[config.mk]
export PLATFORM = sky130hd
export DESIGN_NAME = jt12_snd_fifo
export DESIGN_NICKNAME = d
export VERILOG_FILES = /design/src/rtl/jt12_snd_fifo.sv
export SDC_FILE = /design/constraint.sdc
export NUM_CORES = 1
export LEC_CHECK = 0
export ABC_AREA = 1
export CORE_UTILIZATION = 55
export CTS_CLUSTER_SIZE = 30
export DETAILED_ROUTE_END_ITERATION = 10
export PLACE_DENSITY = 0.77
export SYNTH_ARGS = -nofsm -noshare
export SYNTH_HDL_FRONTEND = slang
export SYNTH_SLANG_ARGS = --single-unit
[constraint.sdc]
create_clock -name clk -period 3.9 [get_ports clk]
set_input_delay 0.78 -clock clk [delete_from_list [all_inputs] [get_ports clk]]
set_output_delay 0.78 -clock clk [all_outputs]
set_load 0.05 [all_outputs]
[src/rtl/jt12_snd_fifo.sv]
// Stereo sample capture stage behind the jt12 accumulators.
// Gain and saturation on capture, a small FIFO, and a valid/ready output.
module jt12_snd_fifo #(
    parameter int WIDTH = 16,
    parameter int DEPTH = 4,
    parameter int AW    = 2
) (
    input  logic             clk,
    input  logic             rst,
    input  logic             clk_en,
    input  logic             zero,
    input  logic [WIDTH-1:0] snd_left,
    input  logic [WIDTH-1:0] snd_right,
    input  logic [1:0]       gain,
    output logic [WIDTH-1:0] out_left,
    output logic [WIDTH-1:0] out_right,
    output logic             out_valid,
    input  logic             out_ready,
    output logic [7:0]       drop_cnt,
    output logic [AW:0]      level
);

    localparam logic signed [WIDTH+2:0] MAXV = {4'b0000, {(WIDTH-1){1'b1}}};
    localparam logic signed [WIDTH+2:0] MINV = {4'b1111, {(WIDTH-1){1'b0}}};
    localparam logic [AW:0] FULL_LVL = (AW+1)'(DEPTH);

    function automatic logic [WIDTH-1:0] sat(
        input logic [WIDTH-1:0] s,
        input logic [1:0]       sh
    );
        logic signed [WIDTH+2:0] g;
        g = $signed({{3{s[WIDTH-1]}}, s}) <<< sh;
        if (g > MAXV)
            sat = {1'b0, {(WIDTH-1){1'b1}}};
        else if (g < MINV)
            sat = {1'b1, {(WIDTH-1){1'b0}}};
        else
            sat = g[WIDTH-1:0];
    endfunction

    logic [2*WIDTH-1:0] mem_q [DEPTH];
    logic               cap_pend_q;
    logic [AW-1:0]      wr_ptr_q, wr_ptr_d;
    logic [AW-1:0]      rd_ptr_q, rd_ptr_d;
    logic [AW:0]        level_q, level_d;
    logic [7:0]         drop_q, drop_d;
    logic               valid_q;
    logic [WIDTH-1:0]   out_l_q, out_r_q;
    logic [WIDTH-1:0]   out_l_d, out_r_d;

    logic               full, rd_fire, wr_en, drop;
    logic [2*WIDTH-1:0] wdata, head_d;

    always_comb begin
        full    = (level_q == FULL_LVL);
        rd_fire = valid_q & out_ready;
        wr_en   = cap_pend_q & (~full | rd_fire);
        drop    = cap_pend_q & full & ~rd_fire;
        wdata   = {sat(snd_left, gain), sat(snd_right, gain)};

        wr_ptr_d = wr_en   ? wr_ptr_q + AW'(1) : wr_ptr_q;
        rd_ptr_d = rd_fire ? rd_ptr_q + AW'(1) : rd_ptr_q;

        level_d = level_q;
        if (wr_en && !rd_fire)
            level_d = level_q + (AW+1)'(1);
        else if (!wr_en && rd_fire)
            level_d = level_q - (AW+1)'(1);

        drop_d = drop_q;
        if (drop && drop_q != 8'hFF)
            drop_d = drop_q + 8'd1;

        // New head may be the word being written this very cycle
        if (wr_en && wr_ptr_q == rd_ptr_d)
            head_d = wdata;
        else
            head_d = mem_q[rd_ptr_d];

        out_l_d = out_l_q;
        out_r_d = out_r_q;
        if (level_d != '0 && (rd_fire || level_q == '0)) begin
            out_l_d = head_d[2*WIDTH-1:WIDTH];
            out_r_d = head_d[WIDTH-1:0];
        end
    end

    always_ff @(posedge clk) begin
        if (wr_en)
            mem_q[wr_ptr_q] <= wdata;
    end

    always_ff @(posedge clk) begin
        if (rst) begin
            cap_pend_q <= 1'b0;
            wr_ptr_q   <= '0;
            rd_ptr_q   <= '0;
            level_q    <= '0;
            drop_q     <= '0;
            valid_q    <= 1'b0;
            out_l_q    <= '0;
            out_r_q    <= '0;
        end else begin
            cap_pend_q <= clk_en & zero;
            wr_ptr_q   <= wr_ptr_d;
            rd_ptr_q   <= rd_ptr_d;
            level_q    <= level_d;
            drop_q     <= drop_d;
            valid_q    <= (level_d != '0);
            out_l_q    <= out_l_d;
            out_r_q    <= out_r_d;
        end
    end

    assign out_left  = out_l_q;
    assign out_right = out_r_q;
    assign out_valid = valid_q;
    assign drop_cnt  = drop_q;
    assign level     = level_q;

endmodule

==> run summary <==
Die height: 127 µm
Port bufs: 82
Reg2reg setup slack: 1490 ps
Outcome: finished clean
Placer Congestion: 0.824
Reg clk slew, reported paths: 70 ps
Fill cells: 1228
Total track usage: 0.247
Post-synth ARST share: 0
Post-DP HPWL: 11.3 mm
Static Leak: 4.08 nW
Die outline width: 127 µm
Clock Sink Count: 177
First-pass GRT wire length: 30.7 mm
Vias in the first global route: 6042
FF-to-FF path depth: 10
Synth cell types: 35
Hold-fix buffers, CTS: 0
Post-synth top area share: 0.450
FMAX: 354 MHz
Leading cell types by count after synthesis: nand2_1, edfxtp_1, nor2_1
DIE AREA: 16000 µm²
Post-route DRC: 0
Mapped Cells: 1015
H-tree depth: 4
Clk_lat worst skew: 420 ps
Period Utilization, post-route: 0.724
Antenna violations before repair: 0
RR Endpoint: out_left[12]$_SDFFE_PP0P_
Vias post-DR: 6845
Hold Vio Cnt, Final: 0
Fin util: 0.659
Congestion Overflow GR: 0
Worst path arrival time: 3180 ps
Critical Path End: out_right[0]$_SDFFE_PP0P_
Worst hold path class: flop to flop
Total clock buffers created by CTS: 17
DR WL/cell: 14.8 µm
Vias per inst: 5.38
Worst slew pin tran: 894 ps
Crit. End Element: flop
Fin area: 10000 µm²
Pwr dens: 617 nW/µm²
Synthesized net count: 1062
Sequential share of the synthesized area: 0.564
Yosys reg bits: 177
Dpl cells: 1241
Largest net degree at the start of global routing: 84
Top Ports: 83
Area Growth Syn to Fin: 17.1%
# rows: 45
Final setup vio count: 0
Root buffer cell: clkbuf_16
Deepest clock path buffer count: 2
Avg Inst Size Synth: 8.42 µm²
Slew Limit Fails: 0
Crit-path max FO: 25
Setup TNS: 0 ps
Placed Area: 9400 µm²
Cell accounting for the most synthesized area: edfxtp_1
Max Cap Violations: 0
EDFF count, synth: 128
Crit Path Class: input port to flop
Initial core utilization: 0.562
Most frequent cell after synthesis: nand2_1
Core box area: 15200 µm²
WHS Path Cells: 2
CP Launch Type: input port
N_diodes: 0
Max_slew headroom: 0.404
Crit. Startpoint: gain[0]
Required @ worst endpoint: 4260 ps
Tmin final: 2820 ps
Drt total wl: 18.8 mm
Worst Skew: 7.40 ps
Fin cells: 1273
Post-CTS sizing: 0
RSZ-0062 raised after global routing: false
Critical R2R Launch: level[0]$_SDFF_PP0_
# nets final: 1119
Initial DRC count: 691
Post-Syn Area: 8550 µm²
1st-pass router iterations: 6
VDD IR max: 0.445 mV
DRT antenna net count: 0
Top post-synthesis cells by area: edfxtp_1, nand2_1, dfxtp_1, o21ai_0, nor2_1
Ys flop type: edfxtp_1
CTS tree: built
Postcts setup bufs: 0
Ys Warns: 0
Share of layout cells above drive strength 1: 0.0627
[stage by stage]
step / total power (W) / hold slack (ps) / worst slack, ps
3_5_place_dp: 0.00446 / 456 / 720
5_1_grt: 0.00648 / 488 / 755
3_3_place_gp: 0.00443 / 454 / 804
6_report: 0.00618 / 465 / 1080
2_1_floorplan: 0.00388 / 522 / 831
4_1_cts: 0.00619 / 469 / 1140
[cells by family (layout without fill, tap and decap cells)]
group           after synthesis  in the layout  synth area share
simple gates                534            534             0.246
flops                       177            177             0.564
compound gates              167            167             0.105
buf+inv                     124            194            0.0673
fa+ha+maj                     8              8            0.0117
xor+xnor                      4              4           0.00410
mux                           1              1           0.00117
[power by group]
| part | internal, W | switching (W) | total, W |
|---|---|---|---|
| Sequential | 0.00222 | 0.000104 | 0.00233 |
| Clock | 0.00101 | 0.000720 | 0.00173 |
| Combinational | 0.000648 | 0.00147 | 0.00212 |
| Total | 0.00388 | 0.00230 | 0.00618 |
[sequential cells by signal (all words and copies together) (netlist names)]
register,flops
out_right,16
rd_ptr_q,2
mem_q,128
wr_ptr_q,2
level,3
out_valid,1
out_left,16
drop_cnt,8
cap_pend_q,1
[cell usage in the layout (no fill, tap or decap), types with 4 or more instances in the layout]
master,n
dfxtp_1,49
buf_4,14
clkbuf_16,17
nand2_2,7
inv_1,62
nor2_2,6
o211ai_1,21
ha_1,8
nand2_1,364
inv_6,4
nand3_1,29
a21oi_1,45
clkdlybuf4s50_1,82
edfxtp_1,128
nor2_1,117
o21ai_0,97
[critical path, stage by stage]
cell and delay [ps]:
clkdlybuf4s50_1 420, inv_1 440, nand2_1 100, nand2_1 120
nand2_1 60, nand3_1 80, nand2_1 340, o21ai_0 440
nand2_1 100, nand2_1 110, nand2_1 60, a21oi_1 130
[area by class of cell]
cell class | instances | area (µm²) | area share
clock buffers | 20 | 467 | 0.0466
flip-flops and latches | 177 | 4820 | 0.482
clock inverters | 12 | 145 | 0.0145
multi-input cells | 714 | 3170 | 0.316
repair buffers | 96 | 926 | 0.0925
well taps | 188 | 235 | 0.0235
inverters | 66 | 248 | 0.0247
[metal layers]
metal / track usage / up-vias / wire (µm)
met5: 0 / - / 0
met1: 0.357 / 3095 / 8720
met3: 0.0426 / 20 / 1480
met2: 0.379 / 301 / 8360
li1: - / 3429 / -
met4: 0.0847 / 0 / 267
[worst min-delay path by stage]
stage	startpoint	to	slack, ps
2_1_floorplan	wr_ptr_q[1]$_SDFFE_PP0P_	wr_ptr_q[1]$_SDFFE_PP0P_	520
3_3_place_gp	out_left[9]$_SDFFE_PP0P_	out_left[9]$_SDFFE_PP0P_	450
3_5_place_dp	out_left[13]$_SDFFE_PP0P_	out_left[13]$_SDFFE_PP0P_	460
4_1_cts	out_left[8]$_SDFFE_PP0P_	out_left[8]$_SDFFE_PP0P_	470
5_1_grt	out_left[10]$_SDFFE_PP0P_	out_left[10]$_SDFFE_PP0P_	490
6_report	out_left[10]$_SDFFE_PP0P_	out_left[10]$_SDFFE_PP0P_	470
No activity file was read; power rests on OpenSTA's default activity.
